==> config.mk <==
export PLATFORM = sky130hd
export DESIGN_NAME = pipe_hazard_ctrl
export DESIGN_NICKNAME = d
export VERILOG_FILES = /design/src/rtl/pipe_ctrl_pkg.sv /design/src/rtl/load_use_detect.sv /design/src/rtl/pipe_hazard_ctrl.sv
export SDC_FILE = /design/constraint.sdc
export NUM_CORES = 1
export LEC_CHECK = 0
export CAP_MARGIN = 20
export CORE_MARGIN = 2
export CORE_UTILIZATION = 42
export CTS_CLUSTER_DIAMETER = 50
export DETAILED_ROUTE_END_ITERATION = 8
export PLACE_DENSITY = 0.77
export SETUP_SLACK_MARGIN = 0.3
export SYNTH_ARGS = -nofsm -noshare
export SYNTH_HDL_FRONTEND = slang
export SYNTH_SLANG_ARGS = --single-unit
==> constraint.sdc <==
create_clock -name clk -period 2 [get_ports clk]
set_clock_uncertainty 0.15 [all_clocks]
set_input_delay 0.4 -clock clk [delete_from_list [all_inputs] [get_ports clk]]
set_output_delay 0.4 -clock clk [all_outputs]
set_load 0.005 [all_outputs]
==> src/rtl/pipe_ctrl_pkg.sv <==
// Shared types for the pipeline hazard controller.
//   state_e       : sequencer states (RUN, MEM_WAIT, HALT)
//   stage_ctrl_t  : bundle of PC / pipeline-register enable, flush and redirect controls
//   CTL_*         : canned control bundles for the common pipeline actions
package pipe_ctrl_pkg;

  localparam int unsigned DEF_REG_ADDR_W = 5;

  typedef enum logic [1:0] {
    RUN      = 2'd0,
    MEM_WAIT = 2'd1,
    HALT     = 2'd2
  } state_e;

  typedef struct packed {
    logic pc_en;
    logic pc_redirect;
    logic if_id_en;
    logic if_id_flush;
    logic id_ex_en;
    logic id_ex_flush;
    logic ex_mem_en;
    logic mem_wb_flush;
  } stage_ctrl_t;

  // Every stage advances, nothing squashed.
  localparam stage_ctrl_t CTL_ADVANCE = '{pc_en: 1'b1, pc_redirect: 1'b0,
                                          if_id_en: 1'b1, if_id_flush: 1'b0,
                                          id_ex_en: 1'b1, id_ex_flush: 1'b0,
                                          ex_mem_en: 1'b1, mem_wb_flush: 1'b0};

  // Whole pipe held; only a bubble is fed into MEM/WB.
  localparam stage_ctrl_t CTL_FROZEN  = '{pc_en: 1'b0, pc_redirect: 1'b0,
                                          if_id_en: 1'b0, if_id_flush: 1'b0,
                                          id_ex_en: 1'b0, id_ex_flush: 1'b0,
                                          ex_mem_en: 1'b0, mem_wb_flush: 1'b1};

  // Held in reset: nothing written, every flush asserted.
  localparam stage_ctrl_t CTL_RESET   = '{pc_en: 1'b0, pc_redirect: 1'b0,
                                          if_id_en: 1'b0, if_id_flush: 1'b1,
                                          id_ex_en: 1'b0, id_ex_flush: 1'b1,
                                          ex_mem_en: 1'b0, mem_wb_flush: 1'b1};

endpackage

==> src/rtl/load_use_detect.sv <==
// Load-use hazard detector: flags an ID instruction that reads the destination
// of a load currently in EX. x0 is never a hazard.
//   rs1/rs2, use_rs1/use_rs2 : ID source registers and their read flags
//   rd, mem_read             : EX destination and load flag
//   hazard_c                 : combinational hazard flag
module load_use_detect #(
  parameter int unsigned REG_ADDR_W = 5
) (
  input  logic [REG_ADDR_W-1:0] rs1,
  input  logic [REG_ADDR_W-1:0] rs2,
  input  logic                  use_rs1,
  input  logic                  use_rs2,
  input  logic [REG_ADDR_W-1:0] rd,
  input  logic                  mem_read,
  output logic                  hazard_c
);

  logic hit_rs1;
  logic hit_rs2;

  assign hit_rs1  = use_rs1 && (rs1 == rd);
  assign hit_rs2  = use_rs2 && (rs2 == rd);
  assign hazard_c = mem_read && (rd != '0) && (hit_rs1 || hit_rs2);

endmodule

==> src/rtl/pipe_hazard_ctrl.sv <==
// Stall/flush sequencer for the 5-stage pipeline: load-use stalls, taken-branch
// redirects, dmem wait-state freezes and a watchdog that halts on a stuck access.
// Inputs : clk, rst (async active-low), ID_rs1/ID_rs2/ID_use_rs1/ID_use_rs2,
//          EX_rd/EX_mem_read/EX_br_taken, MEM_dmem_req, dmem_ready
// Outputs: pc_en, pc_redirect, IF_ID_en/flush, ID_EX_en/flush, EX_MEM_en,
//          MEM_WB_flush, halted (all combinational from state + inputs)
// Optional: HAZ_PERF_CNT_EN adds perf_stall_cyc / perf_flush_cnt counters.
module pipe_hazard_ctrl
  import pipe_ctrl_pkg::*;
#(
  parameter int unsigned REG_ADDR_W = DEF_REG_ADDR_W,
  parameter int unsigned MAX_WAIT   = 255,
  parameter int unsigned WAIT_W     = 8
) (
  input  logic                  clk,
  input  logic                  rst,
  input  logic [REG_ADDR_W-1:0] ID_rs1,
  input  logic [REG_ADDR_W-1:0] ID_rs2,
  input  logic                  ID_use_rs1,
  input  logic                  ID_use_rs2,
  input  logic [REG_ADDR_W-1:0] EX_rd,
  input  logic                  EX_mem_read,
  input  logic                  EX_br_taken,
  input  logic                  MEM_dmem_req,
  input  logic                  dmem_ready,
  output logic                  pc_en,
  output logic                  pc_redirect,
  output logic                  IF_ID_en,
  output logic                  IF_ID_flush,
  output logic                  ID_EX_en,
  output logic                  ID_EX_flush,
  output logic                  EX_MEM_en,
  output logic                  MEM_WB_flush,
  output logic                  halted
`ifdef HAZ_PERF_CNT_EN
  ,
  output logic [31:0]           perf_stall_cyc,
  output logic [31:0]           perf_flush_cnt
`endif
);

  localparam logic [1:0] ST_RUN      = RUN;
  localparam logic [1:0] ST_MEM_WAIT = MEM_WAIT;
  localparam logic [1:0] ST_HALT     = HALT;

  logic [1:0]        state;
  logic [1:0]        next_state;
  logic [WAIT_W-1:0] wait_cnt;
  logic [WAIT_W-1:0] next_wait_cnt;
  stage_ctrl_t       ctl;
  logic              load_use;
  logic              dmem_stall;

  load_use_detect #(
    .REG_ADDR_W(REG_ADDR_W)
  ) u_load_use (
    .rs1     (ID_rs1),
    .rs2     (ID_rs2),
    .use_rs1 (ID_use_rs1),
    .use_rs2 (ID_use_rs2),
    .rd      (EX_rd),
    .mem_read(EX_mem_read),
    .hazard_c(load_use)
  );

  assign dmem_stall = MEM_dmem_req && !dmem_ready;

  // State and watchdog counter.
  always_ff @(posedge clk or negedge rst) begin
    if (!rst) begin
      state    <= ST_RUN;
      wait_cnt <= '0;
    end else begin
      state    <= next_state;
      wait_cnt <= next_wait_cnt;
    end
  end

  // Next state, watchdog and stage controls; reset overrides the controls asynchronously.
  always_comb begin
    ctl           = CTL_ADVANCE;
    next_state    = state;
    next_wait_cnt = wait_cnt;
    unique case (state)
      ST_RUN: begin
        if (dmem_stall) begin
          ctl           = CTL_FROZEN;
          next_state    = ST_MEM_WAIT;
          next_wait_cnt = WAIT_W'(1);
        end else if (EX_br_taken) begin
          // The squashed ID instruction makes any concurrent load-use moot.
          ctl.pc_redirect = 1'b1;
          ctl.if_id_flush = 1'b1;
          ctl.id_ex_flush = 1'b1;
        end else if (load_use) begin
          ctl.pc_en       = 1'b0;
          ctl.if_id_en    = 1'b0;
          ctl.id_ex_flush = 1'b1;
        end
      end
      ST_MEM_WAIT: begin
        // Branch and load-use are not evaluated here; the release cycle just advances.
        if (dmem_ready) begin
          next_state    = ST_RUN;
          next_wait_cnt = '0;
        end else begin
          ctl = CTL_FROZEN;
          if (wait_cnt == WAIT_W'(MAX_WAIT)) begin
            next_state = ST_HALT;
          end else begin
            next_wait_cnt = wait_cnt + WAIT_W'(1);
          end
        end
      end
      ST_HALT: begin
        ctl = CTL_FROZEN;
      end
      default: begin
        next_state    = ST_RUN;
        next_wait_cnt = '0;
      end
    endcase
    if (!rst) begin
      ctl = CTL_RESET;
    end
  end

  assign pc_en        = ctl.pc_en;
  assign pc_redirect  = ctl.pc_redirect;
  assign IF_ID_en     = ctl.if_id_en;
  assign IF_ID_flush  = ctl.if_id_flush;
  assign ID_EX_en     = ctl.id_ex_en;
  assign ID_EX_flush  = ctl.id_ex_flush;
  assign EX_MEM_en    = ctl.ex_mem_en;
  assign MEM_WB_flush = ctl.mem_wb_flush;
  assign halted       = rst && (state == ST_HALT);

`ifdef HAZ_PERF_CNT_EN
  // Stall cycles exclude the halted freeze; both counters wrap.
  always_ff @(posedge clk or negedge rst) begin
    if (!rst) begin
      perf_stall_cyc <= '0;
      perf_flush_cnt <= '0;
    end else begin
      if (!ctl.pc_en && (state != ST_HALT)) begin
        perf_stall_cyc <= perf_stall_cyc + 32'(1);
      end
      if (ctl.pc_redirect) begin
        perf_flush_cnt <= perf_flush_cnt + 32'(1);
      end
    end
  end
`endif

endmodule
==> After elaboration in Yosys (flattened, before gate mapping) <==
Index checks and enable logic that the tools add are counted.
{ "totals": {"reg_bits": 10, "latchBits": 0, "mem_bits_rw": 0, "mem_bits_ro": 0, "inputBits": 23, "out_inout_bits": 9, "word_cells": 44, "memories": 0} }
{ "op_classes": {"n_addsub": 1, "mul": 0, "n_div": 0, "order_cmp": 0, "eq_ne": 8, "shifts": 0, "muxes": 20, "n_bitwise": 1, "reduce_logical": 12} }
{ "op_table": {"columns": ["op", "count"], "rows": [
  ["$pmux W8 S3", 2],
  ["$mux W8", 5],
  ["$eq A5 B5 Y1", 2],
  ["$add A8 B1 Y8 const B", 1],
  ["$eq A8 B8 Y1 const B", 1],
  ["$mux W2", 4],
  ["$mux W1", 7],
  ["$logic_and A1 B1 Y1", 6],
  ["$ne A3 B3 Y1 const B", 2],
  ["$pmux W2 S3", 1],
  ["$reduce_and A3 Y1", 2],
  ["$reduce_bool A5 Y1", 1],
  ["$mux W4", 1],
  ["$eq A2 B1 Y1 const B", 1],
  ["$eq A2 B2 Y1 const B", 1],
  ["$logic_not A2 Y1", 1],
  ["$ne A2 B2 Y1 const B", 1],
  ["$logic_not A1 Y1", 1],
  ["$logic_or A1 B1 Y1", 1],
  ["$not A1 Y1", 1]
]} }

==> Logic depth before layout (Yosys ltp) <==
Gate-level depths: netlist (run 1).
{ "logic_depth": {"depth_word": 9, "depth_mapped": 6, "depth_no_buf": 5} }

==> Hierarchy <==
From an unflattened synthesis (run 1), not the netlist that was laid out.
{ "unflattened": {"hier_cells": 94, "hier_area_um2": 824.5} }
{ "by_module_without_submodules": {"columns": ["mod", "n_inst", "cells_each", "area_per_inst_um2", "seq_area_each_um2"], "rows": [
  ["pipe_hazard_ctrl", 1, 77, 690.7, 250.2],
  ["load_use_detect", 1, 17, 133.9, 0.0]
]} }

==> Least setup slack after synthesis (run 1) <==
No wires, ideal clock.
{ "synth_path": {"path_kind": "input-to-output", "from": "in EX_rd[1]", "to": "out pc_en", "t_arrival_ns": 1.462, "t_required_ns": 1.450, "setup_slack_ns": -0.012, "path_stages": 4, "n_path_buf": 1, "cell_sequence": "or4_1 > o21a_1 > a31oi_1 > buf_4"} }
{ "synth_via": {"elab_chain_cells": 9, "word_cells_on_any_way": 13, "cone_classes": "2 x eq/ne; 5 x mux; 6 x reduce/logical"} }
{ "synth_lines": {"columns": ["element", "line_no", "rtl"], "rows": [
  ["start: declaration", "pipe_hazard_ctrl.sv:21", "input logic [REG_ADDR_W-1:0] EX_rd,"],
  ["$eq A5 B5 Y1, on equally long branches", "load_use_detect.sv:21, load_use_detect.sv:22", null],
  ["$logic_and A1 B1 Y1, on equally long branches", "load_use_detect.sv:21, load_use_detect.sv:22", null],
  ["$logic_or A1 B1 Y1", "load_use_detect.sv:23", "assign hazard_c = mem_read && (rd != '0) && (hit_rs1 || hit_rs2);"],
  ["$logic_and A1 B1 Y1 (*)", "load_use_detect.sv:23", null],
  ["$mux W1 (*)", "pipe_hazard_ctrl.sv:95", "end else if (load_use) begin"],
  ["$mux W1 (*)", "pipe_hazard_ctrl.sv:90", "end else if (EX_br_taken) begin"],
  ["$mux W4 (*)", "pipe_hazard_ctrl.sv:86", "if (dmem_stall) begin"],
  ["$pmux W8 S3 (*)", "pipe_hazard_ctrl.sv:84", "unique case (state)"],
  ["$mux W8 (*)", "pipe_hazard_ctrl.sv:123", "if (!rst) begin"],
  ["end: declaration", "pipe_hazard_ctrl.sv:26", "output logic pc_en,"]
]} }
Every way passes the cells marked *; elsewhere a longest branch is shown, timed or not.

==> Worst setup path after layout (run 1) <==
{ "layout_path": {"from": "in EX_rd[3]", "to": "out ID_EX_flush"} }
{ "layout_via": {"elab_chain_cells": 9, "word_cells_on_any_way": 13, "cone_classes": "2 x eq/ne; 5 x mux; 6 x reduce/logical"} }
{ "layout_lines": {"columns": ["element", "line_no", "rtl"], "rows": [
  ["$eq A5 B5 Y1, on equally long branches", "load_use_detect.sv:21, load_use_detect.sv:22", null],
  ["$logic_and A1 B1 Y1, on equally long branches", "load_use_detect.sv:21, load_use_detect.sv:22", null],
  ["$logic_or A1 B1 Y1", "load_use_detect.sv:23", null],
  ["$logic_and A1 B1 Y1 (*)", "load_use_detect.sv:23", null],
  ["$mux W1 (*)", "pipe_hazard_ctrl.sv:95", null],
  ["$mux W1 (*)", "pipe_hazard_ctrl.sv:90", null],
  ["$mux W1 (*)", "pipe_hazard_ctrl.sv:86", null],
  ["$pmux W8 S3 (*)", "pipe_hazard_ctrl.sv:84", null],
  ["$mux W8 (*)", "pipe_hazard_ctrl.sv:123", null],
  ["end: declaration", "pipe_hazard_ctrl.sv:31", "output logic ID_EX_flush,"]
]} }
Marked as above.

==> flow_summary.yaml, run 1 <==
status:
  run_status: "finished, violations left"
  violations: "negative setup slack"
layout:
  final_common_cell: "buf_4"
  final_cell_area_sq_mm: 0.00134
  layoutNonFillerInstCount: 175
  area_delta_synth_final_pct: 74.5
  drive_above_1_share: 0.387
  n_antenna_cell: 0
  layout_common_cells: "23 x buf_4, 12 x dlygate4sd2_1, 10 x xnor2_1, 10 x buf_2, 10 x dfrtp_1"
  utilization: 0.778
  layout.nets: 175
clock_network:
  root_buffer: "clkbuf_4"
  clk_pin_slew_ns: 0.07
  cts_tree: "done"
  htree_levels: 1
  cts_hold_buf: 0
  cts_buffer_depth: 2
  cts.sinks: 10
  clk_latency_ns: 0.27
  cts-buffers-inserted: 3
sta:
  max_freq_ghz: 0.453
  worst_slew_pin_slew_ns: 0.299
  setup_viol: 4
  fin_tns_setup_ns: -0.594
  period_share: 1.10
  finalCriticalPeriod_ns: 2.21
  slew_headroom: 0.800
  finalHoldViolCount: 0
  setup_ws_ns: -0.206
  whs_ns: 0.168
  rsz0062_at_grt: "true"
  slew_viol_final: 0
place:
  gp_congestion: 0.803
  dpl_worst_slack_ns: -0.897
  dp.final_hpwl_microns: 1880
  port_buffers: 31
  place_area_sq_mm: 0.00124
  dp_cells: 164
grt:
  grt_use_met1: 0.326
  grt_pass1_wl_microns: 3860
  antenna_found_initial: 0
  grt_use_total: 0.257
  gr-usage-met3: 0.0846
  busiest_layer: "met2"
  groute.layer.met2.usage: 0.416
  gr-total-overflow: 0
  grt_pass1_vias: 859
  grt_max_degree: 13
critical_path:
  required_ns: 1.45
  worstReg2RegStart: "wait_cnt[0]"
  cp_max_fo: 2
  endpoint_kind: "output port"
  r2r.worst_path.cells: 5
  startpoint_type: "primary input"
  rrSetupSlack_ns: 0.35
  timing.rr.end: "wait_cnt[2]"
  crit_arrival_ns: 1.66
  crit_type: "primary input to output port"
yosys:
  ys_seq_elements: 10
  seq_area_frac_synth: 0.325
  syn_avg_cell_area_sq_um: 8.27
  synth_edf_count: 0
  synth_nets: 117
  async_reset_ff_frac: 1.00
  synthCells: 93
  yosysUniqueCellTypes: 35
  ys.flop_type: "dfrtp_1"
  synth_warnings: 0
  synth.cell_area_sq_um: 769
drt:
  wl_per_cell_microns: 15.5
  firstDrtPassIters: 4
  via_count: 957
  drcViolationCount: 0
  drt_wl_total_microns: 2710
  ant_nets: 0
  vias_per_cell: 5.47
  drt_iter0_markers: 55
hold_path:
  hold_class: "primary input to async pin"
die:
  coreArea_sq_mm: 0.00173
  io_pins: 32
  start_util: 0.446
  rows: 15
  dieWidth_microns: 46.8
  die_h_microns: 46.8
  fp.dieArea_sq_mm: 0.00219
power_and_ir_drop:
  power_density_mw_per_mm2: 500
  leakage_nw: 0.633
  fin_total_pwr_mw: 0.671
  vdd_drop_max_mv: 0.550
run:
  max_cap_viol_count: 0
[sequential cells by signal, summed over array words and instances, names as in the netlist]
name / count
state: 2
wait_cnt: 8
[worst max-delay path, stage by stage]
cell	delay (ns)
buf_6	0.09
or4_4	0.52
o21a_1	0.21
a311o_1	0.29
buf_2	0.14
[power by group]
part	total (mW)	internal [mW]	leakage, nW	switching, mW
clock	0.183	0.111	0.0210	0.0724
sequential	0.256	0.223	0.134	0.0326
combinational	0.232	0.136	0.478	0.0963
total	0.671	0.470	0.633	0.201
[routing by layer]
layer,up-vias,wire (microns),share of wire
li1,453,-,-
met1,441,1180,0.44
met4,0,66,0.024
met5,-,0,0
met3,13,212,0.078
met2,50,1240,0.46
[worst max path at each step]
stage	from	to	slack [ns]	cells past startpoint
2_1_floorplan	EX_rd[1]	pc_en	0.009	4
3_3_place_gp	EX_rd[1]	ID_EX_flush	-0.86	5
3_5_place_dp	EX_rd[1]	ID_EX_flush	-0.90	5
4_1_cts	EX_rd[3]	ID_EX_flush	-0.15	5
5_1_grt	EX_rd[3]	ID_EX_flush	-0.23	5
6_report	EX_rd[3]	ID_EX_flush	-0.21	5
[synth_stat cells, types with 2 or more instances]
library cell	instances	area (sq um)
nand4_1	2	12.5
inv_1	5	18.8
nor3_1	2	10.0
nor2_1	8	30.0
a21o_1	3	22.5
a21oi_1	3	15.0
nand2_1	7	26.3
o21ai_0	6	30.0
xnor2_1	10	87.6
and2_1	2	12.5
buf_4	2	15.0
nand3_1	3	15.0
and3_1	4	25.0
dfrtp_1	10	250
a31oi_1	5	31.3
o22ai_1	2	12.5
[what timing repair did]
item                                    4_1_cts  5_1_grt
setup buffers                                 4        3
resized for setup                            81        6
endpoints found under the setup margin       13       14
pin swaps                                    17        7
[cells by family after synthesis]
logic type | after synthesis | synth area share
AO/OA/AOI/OAI | 27 | 0.231
buffers and inverters | 9 | 0.0553
multiplexers | 1 | 0.0130
AND/OR/NAND/NOR | 34 | 0.234
flip-flops | 10 | 0.325
adder cells (fa/ha/maj) | 1 | 0.0163
XOR/XNOR | 11 | 0.125
[area by class of cell]
cell class / instances / area, sq um
inverter: 5 / 21.3
sequential: 10 / 250
tap: 25 / 31.3
clock buffer: 4 / 36.3
multi-input combinational: 74 / 546
fill: 134 / 384
timing repair buffer: 57 / 458
Note: power is estimated with default switching activity, not from simulation.
==> run 2: changes to the inputs <==
--- a/config.mk
+++ b/config.mk
@@ -6,11 +6,13 @@
 export NUM_CORES = 1
 export LEC_CHECK = 0
 export CAP_MARGIN = 20
+export CELL_PAD_IN_SITES_DETAIL_PLACEMENT = 2
+export CELL_PAD_IN_SITES_GLOBAL_PLACEMENT = 2
 export CORE_MARGIN = 2
-export CORE_UTILIZATION = 42
+export CORE_UTILIZATION = 23
 export CTS_CLUSTER_DIAMETER = 50
 export DETAILED_ROUTE_END_ITERATION = 8
-export PLACE_DENSITY = 0.77
+export PLACE_DENSITY = 0.76
 export SETUP_SLACK_MARGIN = 0.3
 export SYNTH_ARGS = -nofsm -noshare
 export SYNTH_HDL_FRONTEND = slang
==> constraint.sdc (replaced) <==
create_clock -name clk -period 2.06 [get_ports clk]
set_clock_uncertainty 0.15 [all_clocks]
set_input_delay 0.412 -clock clk [delete_from_list [all_inputs] [get_ports clk]]
set_output_delay 0.412 -clock clk [all_outputs]
set_load 0.005 [all_outputs]
==> run 2 against run 1 <==
The run still ends with negative setup slack left. Sequential cell count stayed put. Clock power hardly changed. Design area is 9.0% higher. Sequential share of layout area is 1.4 points lower. Critical path depth stayed put. Final cell count is 13% higher. Global-route usage is 5.7 points lower. Routed wire length is 32% higher. Worst setup slack better by 0.049 ns. Register-to-register slack better by 0.06 ns. First-iteration DRC count is 56% lower. Core utilization is 33 points lower. Largest cell class unchanged.
==> flow_summary.yaml, run 2 (synthesis gave the netlist of run 1 again) <==
grt:
  grt_use_total: 0.200
  grt_pass1_wl_microns: 5440
  grt_pass1_vias: 1021
  grt_max_degree: 9
  antenna_found_initial: 0
  gr-total-overflow: 0
sta:
  finalCriticalPeriod_ns: 2.22
  slew_headroom: 0.841
  max_freq_ghz: 0.451
  worst_slew_pin_slew_ns: 0.238
  period_share: 1.08
  slew_viol_final: 0
  rsz0062_at_grt: "true"
  whs_ns: 0.134
  finalHoldViolCount: 0
  setup_viol: 5
  setup_ws_ns: -0.156
critical_path:
  cp.depth: 5
  startpoint_type: "primary input"
  cp_top_family: "simple AND/OR/NAND/NOR gates"
  crit_type: "primary input to output port"
  required_ns: 1.50
  max_stage_delay_ns: 0.53
  rrSetupSlack_ns: 0.41
  cp_max_fo: 2
  crit_path_top_delay_cell: "or4_4"
  crit_arrival_ns: 1.65
  endpoint_kind: "output port"
  timing.rr.end: "wait_cnt[2]"
  cp_cell_sequence: "buf_6, or4_4, o21a_1, a311o_1, buf_2"
  r2r.worst_path.cells: 7
  critPathBufInv: 2
  worstReg2RegStart: "state[1]"
clock_network:
  clk_pin_slew_ns: 0.08
  clk_latency_ns: 0.27
  htree_levels: 1
  root_buffer: "clkbuf_4"
  cts_tree: "done"
  cts.sinks: 10
  cts-buffers-inserted: 3
  cts_buffer_depth: 2
drt:
  via_count: 929
  wl_per_cell_microns: 18.1
  drcViolationCount: 0
  ant_nets: 0
  vias_per_cell: 4.72
  drt_wl_total_microns: 3570
  drt_iter0_markers: 24
  firstDrtPassIters: 4
die:
  io_pins: 32
  rows: 21
  start_util: 0.234
  dieWidth_microns: 61.8
  fp.dieArea_sq_mm: 0.00382
  die_h_microns: 61.8
  coreArea_sq_mm: 0.00328
layout:
  final_common_cell: "buf_4"
  n_antenna_cell: 0
  layout.nets: 176
  layout_common_cells: "19 x buf_4, 14 x buf_6, 11 x dlygate4sd2_1, 9 x xnor2_1, 8 x dfrtp_1"
  largest_register_ffs: 8
  largestRegisters: "wait_cnt (8), state (2)"
  drive_above_1_share: 0.437
  final_cell_area_sq_mm: 0.00146
  area_delta_synth_final_pct: 90.2
  largest-register: "wait_cnt"
status:
  violations: "negative setup slack"
  run_status: "finished, violations left"
place:
  port_buffers: 31
  dp.final_hpwl_microns: 2590
  gp_congestion: 0.763
  place_area_sq_mm: 0.00126
power_and_ir_drop:
  vdd_drop_max_mv: 0.311
  leakage_nw: 0.652
  power_density_mw_per_mm2: 472
hold_path:
  hold_class: "primary input to async pin"
run:
  max_cap_viol_count: 0
-- run 2: changes by cell type in the layout (fill, tap and decap cells not counted), moves of 2 or more --
cell / before / now
inv_2: 0 / 2
buf_6: 6 / 14
buf_4: 23 / 19
dfrtp_1: 10 / 8
buf_2: 10 / 6
dfrtp_2: 0 / 2
-- run 2: worst max path at each step --
stage / from / to / slack [ns]
after floorplan: EX_rd[1] / pc_en / 0.04
after CTS: EX_rd[4] / ID_EX_flush / -0.15
after detailed placement: EX_rd[1] / ID_EX_flush / -0.91
after global routing: EX_rd[4] / ID_EX_flush / -0.18
after global placement: EX_rd[1] / ID_EX_flush / -0.84
final: EX_rd[4] / ID_EX_flush / -0.16
-- run 2: cell type report --
type	instances	area [sq um]
clock buffer	4	36.3
fill	368	1820
inverter	5	18.8
multi-input combinational	74	594
sequential	10	253
tap	46	57.6
timing repair buffer	58	504
-- run 2: routing by layer --
layer | GRT usage | up-vias | wire length, microns | share of wire
li1 | - | 449 | - | -
met1 | 0.241 | 463 | 1450 | 0.41
met2 | 0.383 | 17 | 2050 | 0.57
met3 | 0.0373 | 0 | 74 | 0.021
met4 | 0.00912 | 0 | 0 | 0
met5 | 0 | - | 0 | 0
-- run 2: repair_timing --
item                       in CTS  in global routing
gates resized for setup        91                 15
pin swaps                      18                  6
setup endpoints to repair      13                 14
hold buffers                    0                  0
setup buffers                   8                  1
-- run 2: power breakdown --
part,switching [mW],internal [mW],total [mW]
Sequential,0.0343,0.218,0.252
Clock,0.0766,0.107,0.184
Combinational,0.105,0.149,0.254
Total,0.216,0.475,0.691
-- run 2: worst reg2reg max path, stage by stage (launching register included) --
cell and delay, ns:
dfrtp_1 0.41, buf_6 0.14, nor2_4 0.11, buf_4 0.13, buf_4 0.12, and2_1 0.25, a31oi_1 0.12, a31oi_1 0.14
-- run 2: stage by stage --
step / power [mW] / TNS, ns / utilization / setup WS, ns / std cells
floorplan: 0.330 / 0 / - / 0.0448 / 93
global placement: 0.446 / -5.35 / 0.383 / -0.835 / 184
detailed placement: 0.463 / -6.46 / 0.383 / -0.912 / 184
CTS: 0.676 / -0.452 / 0.427 / -0.152 / 196
global route: 0.736 / -0.769 / 0.446 / -0.183 / 197
finish: 0.691 / -0.467 / 0.446 / -0.156 / 197
